==> src/rtl/instr_fetch.sv <==
// Instruction fetch stage: takes a fetch address from the PC stage, performs one
// memory read, presents the instruction downstream and returns the successor PC.
module instr_fetch #(
    parameter logic [31:0] LAST_PC = 32'd508
) (
    input  logic        clk,
    input  logic        rst,
    input  logic        in_valid,
    input  logic [31:0] in_pc,
    output logic        next_valid,
    output logic [31:0] next_pc,
    output logic        imem_req,
    output logic [31:0] imem_addr,
    input  logic        imem_ack,
    input  logic [31:0] imem_rdata,
    input  logic        redirect_valid,
    input  logic [31:0] redirect_pc,
    output logic        out_valid,
    input  logic        out_ready,
    output logic [31:0] out_pc,
    output logic [31:0] out_instr,
    output logic        halted
);

    typedef enum logic [2:0] {
        ST_IDLE  = 3'd0,
        ST_WAIT  = 3'd1,
        ST_HOLD  = 3'd2,
        ST_DRAIN = 3'd3,
        ST_HALT  = 3'd4
    } state_t;

    state_t      state_reg, state_next;
    logic [31:0] pc_reg, pc_next;
    logic [31:0] target_reg, target_next;
    logic        next_valid_reg, next_valid_next;
    logic [31:0] next_pc_reg, next_pc_next;
    logic        imem_req_reg, imem_req_next;
    logic [31:0] imem_addr_reg, imem_addr_next;
    logic        out_valid_reg, out_valid_next;
    logic [31:0] out_pc_reg, out_pc_next;
    logic [31:0] out_instr_reg, out_instr_next;
    logic        halted_reg, halted_next;

    always_ff @(posedge clk) begin
        if (rst) begin
            state_reg      <= ST_IDLE;
            pc_reg         <= 32'd0;
            target_reg     <= 32'd0;
            next_valid_reg <= 1'b0;
            next_pc_reg    <= 32'd0;
            imem_req_reg   <= 1'b0;
            imem_addr_reg  <= 32'd0;
            out_valid_reg  <= 1'b0;
            out_pc_reg     <= 32'd0;
            out_instr_reg  <= 32'd0;
            halted_reg     <= 1'b0;
        end else begin
            state_reg      <= state_next;
            pc_reg         <= pc_next;
            target_reg     <= target_next;
            next_valid_reg <= next_valid_next;
            next_pc_reg    <= next_pc_next;
            imem_req_reg   <= imem_req_next;
            imem_addr_reg  <= imem_addr_next;
            out_valid_reg  <= out_valid_next;
            out_pc_reg     <= out_pc_next;
            out_instr_reg  <= out_instr_next;
            halted_reg     <= halted_next;
        end
    end

    always_comb begin
        state_next      = state_reg;
        pc_next         = pc_reg;
        target_next     = target_reg;
        next_valid_next = 1'b0;
        next_pc_next    = next_pc_reg;
        imem_req_next   = imem_req_reg;
        imem_addr_next  = imem_addr_reg;
        out_valid_next  = out_valid_reg;
        out_pc_next     = out_pc_reg;
        out_instr_next  = out_instr_reg;
        halted_next     = halted_reg;

        case (state_reg)
            ST_IDLE: begin
                // A redirect takes priority over a new fetch address.
                if (redirect_valid) begin
                    next_valid_next = 1'b1;
                    next_pc_next    = redirect_pc;
                end else if (in_valid) begin
                    pc_next        = in_pc;
                    imem_req_next  = 1'b1;
                    imem_addr_next = in_pc;
                    state_next     = ST_WAIT;
                end
            end
            ST_WAIT: begin
                if (imem_ack) begin
                    imem_req_next = 1'b0;
                    if (redirect_valid) begin
                        next_valid_next = 1'b1;
                        next_pc_next    = redirect_pc;
                        state_next      = ST_IDLE;
                    end else begin
                        out_valid_next = 1'b1;
                        out_pc_next    = pc_reg;
                        out_instr_next = imem_rdata;
                        state_next     = ST_HOLD;
                    end
                end else if (redirect_valid) begin
                    target_next = redirect_pc;
                    state_next  = ST_DRAIN;
                end
            end
            ST_HOLD: begin
                if (redirect_valid) begin
                    out_valid_next  = 1'b0;
                    next_valid_next = 1'b1;
                    next_pc_next    = redirect_pc;
                    state_next      = ST_IDLE;
                end else if (out_ready) begin
                    out_valid_next = 1'b0;
                    if (out_pc_reg != LAST_PC) begin
                        next_valid_next = 1'b1;
                        next_pc_next    = out_pc_reg + 32'd4;
                        state_next      = ST_IDLE;
                    end else begin
                        next_pc_next   = 32'd0;
                        imem_addr_next = 32'd0;
                        out_pc_next    = 32'd0;
                        out_instr_next = 32'd0;
                        halted_next    = 1'b1;
                        state_next     = ST_HALT;
                    end
                end
            end
            ST_DRAIN: begin
                // The in-flight read must complete before the redirect is issued.
                if (imem_ack) begin
                    imem_req_next   = 1'b0;
                    next_valid_next = 1'b1;
                    next_pc_next    = redirect_valid ? redirect_pc : target_reg;
                    state_next      = ST_IDLE;
                end else if (redirect_valid) begin
                    target_next = redirect_pc;
                end
            end
            ST_HALT: begin
                next_pc_next   = 32'd0;
                imem_req_next  = 1'b0;
                imem_addr_next = 32'd0;
                out_valid_next = 1'b0;
                out_pc_next    = 32'd0;
                out_instr_next = 32'd0;
                halted_next    = 1'b1;
            end
            default: begin
                state_next     = ST_IDLE;
                pc_next        = 32'd0;
                target_next    = 32'd0;
                next_pc_next   = 32'd0;
                imem_req_next  = 1'b0;
                imem_addr_next = 32'd0;
                out_valid_next = 1'b0;
                out_pc_next    = 32'd0;
                out_instr_next = 32'd0;
                halted_next    = 1'b0;
            end
        endcase
    end

    assign next_valid = next_valid_reg;
    assign next_pc    = next_pc_reg;
    assign imem_req   = imem_req_reg;
    assign imem_addr  = imem_addr_reg;
    assign out_valid  = out_valid_reg;
    assign out_pc     = out_pc_reg;
    assign out_instr  = out_instr_reg;
    assign halted     = halted_reg;

endmodule
==> config.mk <==
export PLATFORM = sky130hd
export DESIGN_NAME = instr_fetch
export DESIGN_NICKNAME = d
export VERILOG_FILES = /design/src/rtl/instr_fetch.sv
export SDC_FILE = /design/constraint.sdc
export NUM_CORES = 1
export LEC_CHECK = 0
export ABC_CLOCK_PERIOD_IN_PS = 6200
export BUFFER_PORTS_ARGS = -buffer_cell sky130_fd_sc_hd__buf_2
export CAP_MARGIN = 20
export CORE_MARGIN = 2
export CORE_UTILIZATION = 50
export CTS_BUF_LIST = sky130_fd_sc_hd__clkbuf_16
export DETAILED_ROUTE_END_ITERATION = 7
export PLACE_DENSITY = 0.74
export SKIP_CTS_REPAIR_TIMING = 1
export SKIP_LAST_GASP = 1
export SLEW_MARGIN = 20
export SYNTH_ARGS = -nofsm -noshare
export SYNTH_HDL_FRONTEND = slang
export SYNTH_SLANG_ARGS = --single-unit
==> constraint.sdc <==
create_clock -name clk -period 6.2 [get_ports clk]
set_input_delay 0.31 -clock clk [delete_from_list [all_inputs] [get_ports clk]]
set_output_delay 0.31 -clock clk [all_outputs]
set_load 0.05 [all_outputs]
==> impl_results.html, run 1 <==
<table>
<tr><th>Metric</th><th>Value</th></tr>
<tr><th colspan="2">Status</th></tr>
<tr><td>Result of the run</td><td>completed</td></tr>
<tr><th colspan="2">Cells and area</th></tr>
<tr><td>Core occupancy in the finished layout</td><td>about 62%</td></tr>
<tr><td>Layout cell share with drive strength beyond 1</td><td>27.0%</td></tr>
<tr><td>Antenna diode count</td><td>0</td></tr>
<tr><td>Post-layout nets</td><td>1185</td></tr>
<tr><td>Area growth syn-to-layout</td><td>22.9%</td></tr>
<tr><th colspan="2">Logic synthesis</th></tr>
<tr><td>Async set or reset register ratio after synthesis</td><td>0%</td></tr>
<tr><td>Sequential fraction of the synthesis area</td><td>around 50%</td></tr>
<tr><td>Post-Synthesis Mean Instance Area</td><td>8.90 um^2</td></tr>
<tr><td>Leading cell type by number of instances after synthesis</td><td>dfxtp_1</td></tr>
<tr><td>Number of synthesized flops with an enable pin</td><td>0</td></tr>
<tr><td>FF+latch count, synth</td><td>between 150 and 200</td></tr>
<tr><td>Area share of the largest cell type after synthesis</td><td>50.1%</td></tr>
<tr><td>Number of warnings printed during yosys synthesis</td><td>0</td></tr>
<tr><td>Ys flop type</td><td>dfxtp_1</td></tr>
<tr><td>Post-synth cell types</td><td>51</td></tr>
<tr><td>Leading cell types by total area after synthesis</td><td>dfxtp_1, a22o_1, a22oi_1</td></tr>
<tr><td>Synthesized Nets</td><td>between 900 and 1000</td></tr>
<tr><td>Leading area contributor after synthesis</td><td>dfxtp_1</td></tr>
<tr><td>Cell area after technology mapping</td><td>7960 um^2</td></tr>
<tr><td>Post-synth top cells</td><td>dfxtp_1, nand2_1, nor2_1</td></tr>
<tr><td>Synthesized netlist cell count</td><td>894</td></tr>
<tr><th colspan="2">Worst setup path</th></tr>
<tr><td>Endpoint of the worst register-to-register path</td><td>out_instr[30]$_SDFFE_PP0P_</td></tr>
<tr><td>Critical path's largest stage delay</td><td>0.85 ns</td></tr>
<tr><td>Flop-to-flop setup slack</td><td>3.38 ns</td></tr>
<tr><td>Cell-by-cell trace of the critical path</td><td>nor4b_1 &gt; nand4_1 &gt; or3_4 &gt; o31ai_4 &gt; o21ai_0</td></tr>
<tr><td>Count of cells along the worst register-to-register path</td><td>5</td></tr>
<tr><td>Origin of the critical flop-to-flop path</td><td>out_pc[8]$_SDFFE_PP0P_</td></tr>
<tr><td>CP Max Fanout</td><td>32</td></tr>
<tr><td>Required time at the endpoint of the critical path</td><td>6.46 ns</td></tr>
<tr><td>Cell with the largest stage delay on the worst path</td><td>o31ai_4</td></tr>
<tr><td>CP Capture Type</td><td>register</td></tr>
<tr><td>Data arrival at the endpoint of the critical path</td><td>3.09 ns</td></tr>
<tr><td>Worst setup SP type</td><td>register</td></tr>
<tr><td>Sum of buffers and inverters on the critical path</td><td>0</td></tr>
<tr><td>Worst Path Class, Setup</td><td>register to register</td></tr>
<tr><td>Worst path top cell family by delay</td><td>compound AO/OA/AOI/OAI gates</td></tr>
<tr><th colspan="2">GRT</th></tr>
<tr><td>Total track usage</td><td>roughly 25%</td></tr>
<tr><td>Number of global-route vias before repair</td><td>roughly 6400</td></tr>
<tr><td>Final global-route overflow total</td><td>0</td></tr>
<tr><td>Number of antenna violations at the first check in global routing</td><td>0</td></tr>
<tr><td>Pin count of the biggest net entering global routing</td><td>79</td></tr>
<tr><td>Global-route wire length before repair</td><td>about 34000 um</td></tr>
<tr><th colspan="2">Detailed routing</th></tr>
<tr><td>Vias per Instance</td><td>5.74</td></tr>
<tr><td>Post-route DRC</td><td>0</td></tr>
<tr><td>Number of violations reported at the end of detailed-routing iteration 0</td><td>between 600 and 700</td></tr>
<tr><td>Number of iterations in the first detailed-routing pass</td><td>5</td></tr>
<tr><td>Count of vias placed by the detailed router</td><td>7515</td></tr>
<tr><td>Average wire length per cell after detail routing</td><td>roughly 17 um</td></tr>
<tr><td>Number of nets with antenna violations after routing</td><td>0</td></tr>
<tr><td>Routed WL</td><td>~22000 um</td></tr>
<tr><th colspan="2">Timing</th></tr>
<tr><td>Setup slack after layout</td><td>3.38 ns</td></tr>
<tr><td>Worst-case headroom to the max-slew limit</td><td>29.8%</td></tr>
<tr><td>Share of the clock period used by the worst path after layout</td><td>45.5%</td></tr>
<tr><td>Setup_tns</td><td>0 ns</td></tr>
<tr><td>Skew final</td><td>around 0.0095 ns</td></tr>
<tr><td>Number of pins with negative max-slew slack in the final report</td><td>0</td></tr>
<tr><td>Final worst hold slack</td><td>just under 0.1 ns</td></tr>
<tr><td>Final Critical Period</td><td>approximately 2.8 ns</td></tr>
<tr><td>Final count of negative-setup-slack endpoints</td><td>0</td></tr>
<tr><td>Hold Violations, Final</td><td>0</td></tr>
<tr><td>Unrepaired setup endpoints after global routing</td><td>false</td></tr>
<tr><td>Max Clk Rate</td><td>0.354 GHz</td></tr>
<tr><td>Worst-Margin Slew</td><td>approximately 1.1 ns</td></tr>
<tr><th colspan="2">Worst hold path</th></tr>
<tr><td>Hold path cells</td><td>3</td></tr>
<tr><td>End of the worst hold path</td><td>out_instr[29]$_SDFFE_PP0P_</td></tr>
<tr><td>Type of the tightest min-delay check</td><td>input pin to register</td></tr>
<tr><td>Start point of the worst hold path</td><td>imem_rdata[29]</td></tr>
<tr><th colspan="2">Flow run</th></tr>
<tr><td>Max-Cap Viols</td><td>0</td></tr>
<tr><th colspan="2">Clock network</th></tr>
<tr><td>Number of clock sinks</td><td>just under 200</td></tr>
<tr><td>Clock-pin slew on the worst setup and hold paths</td><td>0.07 ns</td></tr>
<tr><td>Number of buffers inserted during clock tree synthesis</td><td>17</td></tr>
<tr><td>Number of levels in the clock H-tree</td><td>4</td></tr>
<tr><td>Clock tree from TritonCTS</td><td>yes</td></tr>
<tr><td>Number of buffers on the longest clock path</td><td>2</td></tr>
<tr><td>Clock insertion delay at the later pin of the skew report</td><td>0.43 ns</td></tr>
<tr><td>Clk Tree Root Cell</td><td>clkbuf_16</td></tr>
<tr><th colspan="2">Die</th></tr>
<tr><td>Boundary pin count</td><td>between 200 and 250</td></tr>
<tr><td>Overall die height</td><td>130 um</td></tr>
<tr><td>Initial standard-cell utilization of the core</td><td>between 50 and 60%</td></tr>
<tr><td>Number of rows created at floorplan</td><td>46</td></tr>
<tr><td>Die Width</td><td>roughly 130 um</td></tr>
<tr><td>Core Area</td><td>around 16000 um^2</td></tr>
<tr><td>Floorplan die area</td><td>16900 um^2</td></tr>
<tr><th colspan="2">Power</th></tr>
<tr><td>Sequential group share of total power</td><td>between 40% and 50%</td></tr>
<tr><td>Clock group share of total power</td><td>between 30% and 40%</td></tr>
<tr><td>Maximum resistive drop on vdd</td><td>roughly 0.0002 V</td></tr>
<tr><td>Power density normalized to cell area</td><td>283 nW/um^2</td></tr>
<tr><td>Logic gate share of total power</td><td>approximately an eighth</td></tr>
<tr><td>Cell Int Power</td><td>0.00202 W</td></tr>
<tr><td>Switching power</td><td>about 0.00075 W</td></tr>
<tr><td>Lkg Pwr</td><td>roughly 4.1 nW</td></tr>
<tr><td>Switching Fraction</td><td>a little over a quarter</td></tr>
<tr><th colspan="2">Placed design</th></tr>
<tr><td>Minimum setup slack after placement</td><td>between 3 and 4 ns</td></tr>
<tr><td>Post-DP HPWL</td><td>about 15000 um</td></tr>
<tr><td>Buffers added on ports</td><td>about 230</td></tr>
<tr><td>Final weighted congestion of routability-driven global placement</td><td>about 0.85</td></tr>
</table>
==> area by class of cell <==
| type | instances | area [um^2] |
|---|---|---|
| flip-flops and latches | 199 | 3980 |
| multi-input cells | 608 | 3650 |
| inverters | 10 | 37.5 |
| well taps | 216 | 270 |
| clock inverters | 15 | 153 |
| fillers | 1360 | 5940 |
| repair buffers | 245 | 1260 |
| clock buffers | 17 | 425 |
==> per-layer routing <==
metal / vias up / global-route usage, % / routed length [um]
met5: - / 0 / 0
met1: 3560 / 37.0 / 10500
li1: 3629 / - / -
met3: 20 / 5.58 / 1480
met2: 306 / 37.2 / 9810
met4: 0 / 7.34 / 292
==> power by group through the flow <==
stage,sequential (W),combinational (W),clock [W]
2_1_floorplan,0.00148,0.000123,0
3_3_place_gp,0.00138,0.000327,0
3_5_place_dp,0.00138,0.000330,0
4_1_cts,0.00135,0.000332,0.00110
5_1_grt,0.00135,0.000356,0.00115
6_report,0.00135,0.000332,0.00108
==> cell families (layout without fill, tap and decap cells) <==
| group | after synthesis | in the layout | share of synthesized area (%) |
|---|---|---|---|
| flops | 199 | 199 | 50.1 |
| buf+inv | 87 | 287 | 4.59 |
| simple gates | 302 | 302 | 17.2 |
| xor+xnor | 28 | 28 | 3.08 |
| fa+ha+maj | 2 | 2 | 0.315 |
| compound gates | 276 | 276 | 24.7 |
==> worst reg2reg max path, delay by kind of cell (launching register included) <==
family / cells / cell delay (ns)
simple gates: 3 / 1.04
flops: 1 / 0.52
compound gates: 2 / 1.10
==> per-stage QoR <==
stage                     instances  total power [W]  instance area [um^2]
final                          1310          0.00276                  9770
after global routing           1310          0.00286                  9770
after CTS                      1310          0.00278                  9770
after detailed placement       1278          0.00171                  9200
after global placement         1278          0.00170                  9190
after floorplan                 894          0.00160                  7960
==> worst max-delay path by stage <==
stage                                      start                         end  slack (ns)  cells past startpoint
after floorplan           out_pc[8]$_SDFFE_PP0P_     out_pc[15]$_SDFFE_PP0P_        3.73                      7
after global placement                       rst      out_pc[0]$_SDFFE_PP0P_        3.10                      5
after detailed placement                     rst      out_pc[0]$_SDFFE_PP0P_        3.10                      5
after CTS                 out_pc[8]$_SDFFE_PP0P_  out_instr[30]$_SDFFE_PP0P_        3.40                      5
after global routing      out_pc[8]$_SDFFE_PP0P_   out_instr[9]$_SDFFE_PP0P_        3.11                      5
final                     out_pc[8]$_SDFFE_PP0P_  out_instr[30]$_SDFFE_PP0P_        3.38                      5
==> placed cells by master, fill, tap and decap left out, types with 3 or more instances in the layout <==
| cell | instances |
|---|---|
| a21oi_1 | 4 |
| a22o_1 | 60 |
| a22oi_1 | 64 |
| and2_1 | 3 |
| and4_1 | 4 |
| buf_2 | 233 |
| buf_4 | 12 |
| clkbuf_16 | 17 |
| clkinv_1 | 3 |
| clkinv_4 | 3 |
| dfxtp_1 | 199 |
| inv_1 | 10 |
| inv_6 | 3 |
| nand2_1 | 111 |
| nand2b_1 | 4 |
| nand3_1 | 44 |
| nand4_1 | 11 |
| nor2_1 | 82 |
| nor3_1 | 8 |
| nor3_2 | 4 |
| nor4_1 | 7 |
| o211ai_1 | 32 |
| o21ai_0 | 67 |
| o22ai_1 | 31 |
| or2_2 | 3 |
| or3_1 | 3 |
| xnor2_1 | 18 |
| xor2_1 | 10 |
Note: power is estimated with default switching activity, not from simulation.
==> run 2, diff against run 1 <==
--- a/config.mk
+++ b/config.mk
@@ -5,14 +5,15 @@
 export SDC_FILE = /design/constraint.sdc
 export NUM_CORES = 1
 export LEC_CHECK = 0
-export ABC_CLOCK_PERIOD_IN_PS = 6200
+export ABC_AREA = 1
+export ABC_CLOCK_PERIOD_IN_PS = 2700
 export BUFFER_PORTS_ARGS = -buffer_cell sky130_fd_sc_hd__buf_2
 export CAP_MARGIN = 20
 export CORE_MARGIN = 2
 export CORE_UTILIZATION = 50
 export CTS_BUF_LIST = sky130_fd_sc_hd__clkbuf_16
 export DETAILED_ROUTE_END_ITERATION = 7
-export PLACE_DENSITY = 0.74
+export PLACE_DENSITY = 0.71
 export SKIP_CTS_REPAIR_TIMING = 1
 export SKIP_LAST_GASP = 1
 export SLEW_MARGIN = 20
==> constraint.sdc (replaced) <==
create_clock -name clk -period 2.7 [get_ports clk]
set_input_delay 0.135 -clock clk [delete_from_list [all_inputs] [get_ports clk]]
set_output_delay 0.135 -clock clk [all_outputs]
set_load 0.05 [all_outputs]
==> run 2 against run 1 <==
Effect of this change: the run now ends with hold timing left; sequential cell count unchanged; critical path depth increased by 4; via count increased by 42%; power increased to 5.1 times the previous value; critical path type unchanged; largest cell class is now multi-input combinational cells.
==> impl_results.html, run 2 <==
<table>
<tr><th>Metric</th><th>Value</th></tr>
<tr><th colspan="2">Timing</th></tr>
<tr><td>Final worst hold slack</td><td>-0.0139 ns</td></tr>
<tr><td>Skew final</td><td>0.0142 ns</td></tr>
<tr><td>Unrepaired setup endpoints after global routing</td><td>false</td></tr>
<tr><td>Worst-case headroom to the max-slew limit</td><td>44.1%</td></tr>
<tr><td>Final Critical Period</td><td>between 2 and 2.5 ns</td></tr>
<tr><td>Worst-Margin Slew</td><td>between 0.8 and 0.9 ns</td></tr>
<tr><td>Hold Violations, Final</td><td>10</td></tr>
<tr><td>Share of the clock period used by the worst path after layout</td><td>between 80% and 90%</td></tr>
<tr><td>Number of pins with negative max-slew slack in the final report</td><td>0</td></tr>
<tr><td>Setup_tns</td><td>0 ns</td></tr>
<tr><td>Max Clk Rate</td><td>~0.43 GHz</td></tr>
<tr><td>Setup slack after layout</td><td>slightly below 0.4 ns</td></tr>
<tr><td>Final count of negative-setup-slack endpoints</td><td>0</td></tr>
<tr><th colspan="2">Die</th></tr>
<tr><td>Boundary pin count</td><td>roughly 230</td></tr>
<tr><td>Die Width</td><td>144 um</td></tr>
<tr><td>Overall die height</td><td>about 140 um</td></tr>
<tr><td>Initial standard-cell utilization of the core</td><td>around half</td></tr>
<tr><td>Number of rows created at floorplan</td><td>51</td></tr>
<tr><td>Core Area</td><td>19300 um^2</td></tr>
<tr><td>Floorplan die area</td><td>slightly above 20000 um^2</td></tr>
<tr><th colspan="2">Clock network</th></tr>
<tr><td>Number of clock sinks</td><td>slightly below 200</td></tr>
<tr><td>Number of levels in the clock H-tree</td><td>4</td></tr>
<tr><td>Clock insertion delay at the later pin of the skew report</td><td>0.45 ns</td></tr>
<tr><td>Clock tree from TritonCTS</td><td>yes</td></tr>
<tr><td>Clk Tree Root Cell</td><td>clkbuf_16</td></tr>
<tr><td>Number of buffers on the longest clock path</td><td>2</td></tr>
<tr><td>Clock-pin slew on the worst setup and hold paths</td><td>about 0.080 ns</td></tr>
<tr><td>Number of buffers inserted during clock tree synthesis</td><td>17</td></tr>
<tr><th colspan="2">Cells and area</th></tr>
<tr><td>Commonest cells after routing, fill and taps aside</td><td>nand2_1, buf_2, dfxtp_1</td></tr>
<tr><td>Antenna diode count</td><td>0</td></tr>
<tr><td>Layout cell share with drive strength beyond 1</td><td>roughly 18%</td></tr>
<tr><td>Core occupancy in the finished layout</td><td>around three fifths</td></tr>
<tr><td>Most common library cell in the layout ignoring fill and taps</td><td>nand2_1</td></tr>
<tr><td>Number of inserted filler cells in the final layout</td><td>1915</td></tr>
<tr><td>Post-layout nets</td><td>about 1800</td></tr>
<tr><td>Area growth syn-to-layout</td><td>20.3%</td></tr>
<tr><th colspan="2">Power</th></tr>
<tr><td>Maximum resistive drop on vdd</td><td>0.000573 V</td></tr>
<tr><td>Power density normalized to cell area</td><td>between 1000 and 1500 nW/um^2</td></tr>
<tr><td>Lkg Pwr</td><td>between 5 and 6 nW</td></tr>
<tr><th colspan="2">Placed design</th></tr>
<tr><td>Buffers added on ports</td><td>roughly 230</td></tr>
<tr><td>Post-DP HPWL</td><td>~22000 um</td></tr>
<tr><td>Minimum setup slack after placement</td><td>around 0.44 ns</td></tr>
<tr><td>Final weighted congestion of routability-driven global placement</td><td>between 0.9 and 1</td></tr>
<tr><th colspan="2">Detailed routing</th></tr>
<tr><td>Count of vias placed by the detailed router</td><td>about 11000</td></tr>
<tr><td>Number of violations reported at the end of detailed-routing iteration 0</td><td>953</td></tr>
<tr><td>Average wire length per cell after detail routing</td><td>between 15 and 20 um</td></tr>
<tr><td>Vias per Instance</td><td>5.30</td></tr>
<tr><td>Number of iterations in the first detailed-routing pass</td><td>6</td></tr>
<tr><td>Number of nets with antenna violations after routing</td><td>0</td></tr>
<tr><td>Post-route DRC</td><td>0</td></tr>
<tr><td>Routed WL</td><td>about 32000 um</td></tr>
<tr><th colspan="2">Worst setup path</th></tr>
<tr><td>Flop-to-flop setup slack</td><td>~0.4 ns</td></tr>
<tr><td>Count of cells along the worst register-to-register path</td><td>9</td></tr>
<tr><td>CP Max Fanout</td><td>30</td></tr>
<tr><td>Data arrival at the endpoint of the critical path</td><td>between 2 and 3 ns</td></tr>
<tr><td>Worst setup SP type</td><td>register</td></tr>
<tr><td>Required time at the endpoint of the critical path</td><td>3.06 ns</td></tr>
<tr><td>Worst Path Class, Setup</td><td>register to register</td></tr>
<tr><td>CP Capture Type</td><td>register</td></tr>
<tr><td>Endpoint of the worst register-to-register path</td><td>next_pc[15]$_SDFFE_PP0P_</td></tr>
<tr><td>Origin of the critical flop-to-flop path</td><td>state_reg[1]$_SDFFE_PP0P_</td></tr>
<tr><th colspan="2">Worst hold path</th></tr>
<tr><td>Hold path cells</td><td>3</td></tr>
<tr><td>Type of the tightest min-delay check</td><td>input pin to register</td></tr>
<tr><td>End of the worst hold path</td><td>pc_reg[6]$_SDFFE_PP0P_</td></tr>
<tr><td>Start point of the worst hold path</td><td>in_pc[6]</td></tr>
<tr><th colspan="2">Logic synthesis</th></tr>
<tr><td>Number of synthesized flops with an enable pin</td><td>0</td></tr>
<tr><td>Cell area after technology mapping</td><td>9810 um^2</td></tr>
<tr><td>Ys flop type</td><td>dfxtp_1</td></tr>
<tr><td>Synthesized netlist cell count</td><td>roughly 1600</td></tr>
<tr><td>Number of warnings printed during yosys synthesis</td><td>0</td></tr>
<tr><td>Leading cell types by total area after synthesis</td><td>dfxtp_1, nand2_1, a21oi_1</td></tr>
<tr><td>FF+latch count, synth</td><td>199</td></tr>
<tr><td>Post-synth cell types</td><td>31</td></tr>
<tr><td>Leading area contributor after synthesis</td><td>dfxtp_1</td></tr>
<tr><td>Async set or reset register ratio after synthesis</td><td>0%</td></tr>
<tr><td>Leading cell type by number of instances after synthesis</td><td>nand2_1</td></tr>
<tr><td>Area share of the largest cell type after synthesis</td><td>around two fifths</td></tr>
<tr><td>Post-Synthesis Mean Instance Area</td><td>roughly 6.3 um^2</td></tr>
<tr><td>Post-synth top cells</td><td>nand2_1, dfxtp_1, nor2_1</td></tr>
<tr><td>Sequential fraction of the synthesis area</td><td>between 40% and 50%</td></tr>
<tr><td>Synthesized Nets</td><td>1658</td></tr>
<tr><th colspan="2">GRT</th></tr>
<tr><td>Number of global-route vias before repair</td><td>roughly 9900</td></tr>
<tr><td>Number of antenna violations at the first check in global routing</td><td>0</td></tr>
<tr><td>Final global-route overflow total</td><td>0</td></tr>
<tr><td>Global-route wire length before repair</td><td>approximately 50000 um</td></tr>
<tr><td>Total track usage</td><td>between 30% and 40%</td></tr>
<tr><td>Pin count of the biggest net entering global routing</td><td>between 150 and 200</td></tr>
<tr><th colspan="2">Flow run</th></tr>
<tr><td>Max-Cap Viols</td><td>0</td></tr>
<tr><th colspan="2">Status</th></tr>
<tr><td>Result of the run</td><td>finished, violations left</td></tr>
<tr><td>Failing checks</td><td>hold timing</td></tr>
</table>
run 2: cell count changes after synthesis, moves of 31 or more:
cell and delta:
a21oi_1 +167, a22o_1 -60, a22oi_1 -63, inv_1 +129
nand2_1 +393, nand4_1 +34, nor2_1 +103, o21ai_1 +32
o22ai_1 -31
run 2: how the worst max path moves through the flow:
stage                     depth (start not counted)                 startpoint                  endpoint  slack [ns]
after global routing                              9  state_reg[1]$_SDFFE_PP0P_  next_pc[15]$_SDFFE_PP0P_        0.19
after CTS                                         9  state_reg[1]$_SDFFE_PP0P_  next_pc[13]$_SDFFE_PP0P_        0.40
after floorplan                                  10     out_pc[7]$_SDFFE_PP0P_   out_pc[19]$_SDFFE_PP0P_        0.52
after detailed placement                          9  state_reg[1]$_SDFFE_PP0P_  next_pc[13]$_SDFFE_PP0P_        0.44
final                                             9  state_reg[1]$_SDFFE_PP0P_  next_pc[15]$_SDFFE_PP0P_        0.39
after global placement                            9  state_reg[1]$_SDFFE_PP0P_  next_pc[13]$_SDFFE_PP0P_        0.48
run 2: through the flow:
step	instances	total power, W	cell area [um^2]
3_5_place_dp	1985	0.0115	11200
3_3_place_gp	1985	0.0114	11200
4_1_cts	2017	0.0140	11800
2_1_floorplan	1554	0.00955	9810
6_report	2020	0.0141	11800
5_1_grt	2020	0.0150	11800
run 2: area by class of cell:
type                            instances  area [um^2]  area share (%)
Clock buffer                           17          425            3.60
Clock inverter                         15          158            1.34
Inverter                              145          544            4.61
Multi-Input combinational cell       1114         4910            41.6
Sequential cell                       199         3980            33.7
Tap cell                              265          332            2.81
Timing Repair Buffer                  265         1450            12.3
run 2: worst max-delay path, stage by stage, from the launching register on:
cell     delay, ns
dfxtp_1       0.33
inv_2         0.30
nor3_4        0.10
nand3_1       0.19
nor3b_1       0.49
inv_2         0.07
nor2_1        0.10
buf_4         0.33
o21ai_1       0.15
a21oi_1       0.14
run 2: per-layer routing:
metal	vias to the layer above	part of all wire [%]	global-route usage (%)
li1	5333	-	-
met1	4904	44	39.5
met2	387	45	48.9
met3	76	7.5	8.28
met4	0	3.8	12.5
met5	-	0	0
run 2: logic make-up after synthesis:
family | count (synthesis) | share of synthesized area [%]
simple gates | 819 | 33.8
xor+xnor | 6 | 0.536
fa+ha+maj | 2 | 0.255
flops | 199 | 40.6
buf+inv | 241 | 9.51
compound gates | 287 | 15.3
run 2: power breakdown:
group	switching, W	internal [W]
sequential	0.000510	0.00374
clock	0.00130	0.00124
combinational	0.00542	0.00184
==> run 3, diff against run 2 <==
--- a/config.mk
+++ b/config.mk
@@ -10,10 +10,10 @@
 export BUFFER_PORTS_ARGS = -buffer_cell sky130_fd_sc_hd__buf_2
 export CAP_MARGIN = 20
 export CORE_MARGIN = 2
-export CORE_UTILIZATION = 50
+export CORE_UTILIZATION = 30
 export CTS_BUF_LIST = sky130_fd_sc_hd__clkbuf_16
 export DETAILED_ROUTE_END_ITERATION = 7
-export PLACE_DENSITY = 0.71
+export PLACE_DENSITY = 0.46
 export SKIP_CTS_REPAIR_TIMING = 1
 export SKIP_LAST_GASP = 1
 export SLEW_MARGIN = 20
==> run 3 against run 2 <==
Effect of this change: the flow now finishes without violations; sequential cell count is the same; first-iteration DRC count is 33% lower; via count down 2.1%; largest cell class unchanged.
==> impl_results.html, run 3 (same netlist as run 2, synthesis figures left out) <==
<table>
<tr><th>Metric</th><th>Value</th></tr>
<tr><th colspan="2">Die</th></tr>
<tr><td>Overall die height</td><td>185 um</td></tr>
<tr><td>Core Area</td><td>approximately 32000 um^2</td></tr>
<tr><td>Boundary pin count</td><td>234</td></tr>
<tr><td>Initial standard-cell utilization of the core</td><td>30.3%</td></tr>
<tr><td>Die Width</td><td>approximately 180 um</td></tr>
<tr><td>Floorplan die area</td><td>around 34000 um^2</td></tr>
<tr><td>Number of rows created at floorplan</td><td>66</td></tr>
<tr><th colspan="2">Worst setup path</th></tr>
<tr><td>Start point of the critical path</td><td>state_reg[2]$_SDFFE_PP0P_</td></tr>
<tr><td>Flop-to-flop setup slack</td><td>~0.3 ns</td></tr>
<tr><td>Worst path top cell family by delay</td><td>buffers and inverters</td></tr>
<tr><td>CP dominant cell by count</td><td>inv_1</td></tr>
<tr><td>Origin of the critical flop-to-flop path</td><td>state_reg[2]$_SDFFE_PP0P_</td></tr>
<tr><td>Worst setup SP type</td><td>register</td></tr>
<tr><td>CP Capture Type</td><td>register</td></tr>
<tr><td>Worst Path Class, Setup</td><td>register to register</td></tr>
<tr><td>Required time at the endpoint of the critical path</td><td>between 3 and 4 ns</td></tr>
<tr><td>Critical path's largest stage delay</td><td>between 0.5 and 0.6 ns</td></tr>
<tr><td>Data arrival at the endpoint of the critical path</td><td>2.71 ns</td></tr>
<tr><td>Sum of buffers and inverters on the critical path</td><td>5</td></tr>
<tr><td>Cell with the largest stage delay on the worst path</td><td>dfxtp_1</td></tr>
<tr><td>CP Max Fanout</td><td>32</td></tr>
<tr><td>Cell-by-cell trace of the critical path</td><td>inv_1 &gt; nand2_2 &gt; a21oi_2 &gt; buf_4 &gt; inv_1 &gt; o21ai_0 &gt; inv_1 &gt; nand3_1 &gt; buf_4 &gt; a21oi_1 &gt; nor2_1</td></tr>
<tr><th colspan="2">Status</th></tr>
<tr><td>Result of the run</td><td>completed</td></tr>
<tr><th colspan="2">Timing</th></tr>
<tr><td>Final Critical Period</td><td>around 2.4 ns</td></tr>
<tr><td>Max Clk Rate</td><td>0.415 GHz</td></tr>
<tr><td>Setup_tns</td><td>0 ns</td></tr>
<tr><td>Setup slack after layout</td><td>0.292 ns</td></tr>
<tr><td>Hold Violations, Final</td><td>0</td></tr>
<tr><td>Number of pins with negative max-slew slack in the final report</td><td>0</td></tr>
<tr><td>Skew final</td><td>slightly above 0.02 ns</td></tr>
<tr><td>Final count of negative-setup-slack endpoints</td><td>0</td></tr>
<tr><td>Share of the clock period used by the worst path after layout</td><td>approximately nine tenths</td></tr>
<tr><td>Worst-Margin Slew</td><td>between 0.8 and 0.9 ns</td></tr>
<tr><td>Unrepaired setup endpoints after global routing</td><td>false</td></tr>
<tr><td>Worst-case headroom to the max-slew limit</td><td>a little over two fifths</td></tr>
<tr><th colspan="2">Detailed routing</th></tr>
<tr><td>Routed WL</td><td>36500 um</td></tr>
<tr><td>Vias per Instance</td><td>4.76</td></tr>
<tr><td>Number of nets with antenna violations after routing</td><td>0</td></tr>
<tr><td>Average wire length per cell after detail routing</td><td>~17 um</td></tr>
<tr><td>Number of iterations in the first detailed-routing pass</td><td>5</td></tr>
<tr><td>Number of violations reported at the end of detailed-routing iteration 0</td><td>~640</td></tr>
<tr><td>Post-route DRC</td><td>0</td></tr>
<tr><td>Count of vias placed by the detailed router</td><td>roughly 10000</td></tr>
<tr><th colspan="2">Cells and area</th></tr>
<tr><td>Area growth syn-to-layout</td><td>23.5%</td></tr>
<tr><td>Core occupancy in the finished layout</td><td>between 30% and 40%</td></tr>
<tr><td>Commonest cells after routing, fill and taps aside</td><td>nand2_1, buf_2, dfxtp_1</td></tr>
<tr><td>Number of inserted filler cells in the final layout</td><td>approximately 3600</td></tr>
<tr><td>Most common library cell in the layout ignoring fill and taps</td><td>nand2_1</td></tr>
<tr><td>Post-layout nets</td><td>between 1500 and 2000</td></tr>
<tr><td>Layout cell share with drive strength beyond 1</td><td>between 10% and 20%</td></tr>
<tr><th colspan="2">Power</th></tr>
<tr><td>Cell Int Power</td><td>~0.007 W</td></tr>
<tr><td>Clock group share of total power</td><td>around a fifth</td></tr>
<tr><td>Switching power</td><td>~0.0074 W</td></tr>
<tr><td>Maximum resistive drop on vdd</td><td>around 0.00054 V</td></tr>
<tr><td>Lkg Pwr</td><td>between 5 and 6 nW</td></tr>
<tr><td>Power density normalized to cell area</td><td>~1200 nW/um^2</td></tr>
<tr><td>Logic gate share of total power</td><td>approximately half</td></tr>
<tr><td>Switching Fraction</td><td>around half</td></tr>
<tr><td>Sequential group share of total power</td><td>29.4%</td></tr>
<tr><th colspan="2">Clock network</th></tr>
<tr><td>Number of clock sinks</td><td>between 150 and 200</td></tr>
<tr><td>Clock insertion delay at the later pin of the skew report</td><td>0.46 ns</td></tr>
<tr><td>Clk Tree Root Cell</td><td>clkbuf_16</td></tr>
<tr><td>Clock tree from TritonCTS</td><td>yes</td></tr>
<tr><td>Number of buffers inserted during clock tree synthesis</td><td>17</td></tr>
<tr><td>Clock-pin slew on the worst setup and hold paths</td><td>approximately 0.080 ns</td></tr>
<tr><td>Number of levels in the clock H-tree</td><td>4</td></tr>
<tr><td>Number of buffers on the longest clock path</td><td>2</td></tr>
<tr><th colspan="2">Placed design</th></tr>
<tr><td>Minimum setup slack after placement</td><td>~0.35 ns</td></tr>
<tr><td>Final weighted congestion of routability-driven global placement</td><td>a little under 0.9</td></tr>
<tr><td>Post-DP HPWL</td><td>25500 um</td></tr>
<tr><td>Buffers added on ports</td><td>233</td></tr>
<tr><th colspan="2">Worst hold path</th></tr>
<tr><td>Type of the tightest min-delay check</td><td>input pin to register</td></tr>
<tr><td>Start point of the worst hold path</td><td>in_pc[19]</td></tr>
<tr><th colspan="2">GRT</th></tr>
<tr><td>Pin count of the biggest net entering global routing</td><td>about 180</td></tr>
<tr><td>Number of global-route vias before repair</td><td>~10000</td></tr>
<tr><td>Number of antenna violations at the first check in global routing</td><td>2</td></tr>
<tr><td>Global-route wire length before repair</td><td>between 50000 and 60000 um</td></tr>
<tr><td>Final global-route overflow total</td><td>0</td></tr>
<tr><td>Total track usage</td><td>between 20 and 25%</td></tr>
<tr><th colspan="2">Flow run</th></tr>
<tr><td>Max-Cap Viols</td><td>0</td></tr>
</table>
-- run 3: cell types whose count changed in the layout (fill, tap and decap cells not counted), sizes merged --
cell,change
diode,+1
clkinv,+2
dlygate4sd3,+2
buf,+2
clkinvlp,-4
bufinv,+2
-- run 3: final timing paths --
| kind | endpoint | cells after the start |
|---|---|---|
| setup reg to reg | imem_addr[2]$_SDFFE_PP0P_ | 11 |
| hold reg to reg | halted$_SDFFE_PP0P_ | 2 |
| setup / recovery | imem_addr[2]$_SDFFE_PP0P_ | 11 |
| hold / removal | pc_reg[19]$_SDFFE_PP0P_ | 3 |
-- run 3: worst register-to-register path: stages (launching register included) --
cell and delay (ns):
dfxtp_1 0.57, inv_1 0.15, nand2_2 0.30, a21oi_2 0.05, buf_4 0.18, inv_1 0.16, o21ai_0 0.12, inv_1 0.16
nand3_1 0.09, buf_4 0.27, a21oi_1 0.19, nor2_1 0.05
-- run 3: through the flow --
step                      cell area [um^2]  power (W)  instances  hold WS (ns)
after detailed placement             11500     0.0118       2164         0.442
after global routing                 12100     0.0155       2201      0.000245
final                                12100     0.0144       2202       0.00137
after global placement               11500     0.0118       2164         0.437
after floorplan                       9810    0.00955       1554         0.293
after CTS                            12100     0.0146       2196       -0.0365
-- run 3: area by class of cell --
cell class	count	area [um^2]	area share, %
multi-input cells	1114	4920	40.6
flip-flops and latches	199	3980	32.9
repair buffers	269	1510	12.4
well taps	442	553	4.56
inverters	145	544	4.49
clock buffers	17	425	3.51
clock inverters	15	193	1.59
diodes	1	2.50	0.0206
-- run 3: power groups by stage --
stage	clock, W	sequential, W	combinational, W
2_1_floorplan	0	0.00593	0.00361
3_3_place_gp	0	0.00430	0.00747
3_5_place_dp	0	0.00430	0.00750
4_1_cts	0.00281	0.00424	0.00751
5_1_grt	0.00293	0.00434	0.00818
6_report	0.00273	0.00423	0.00745
-- run 3: layer usage --
metal | GRT usage, % | vias to the layer above | wire length [um]
li1 | - | 5348 | -
met1 | 28.6 | 4809 | 16900
met2 | 34.2 | 278 | 16400
met3 | 5.25 | 34 | 2400
met4 | 6.63 | 2 | 826
met5 | 0 | - | 11
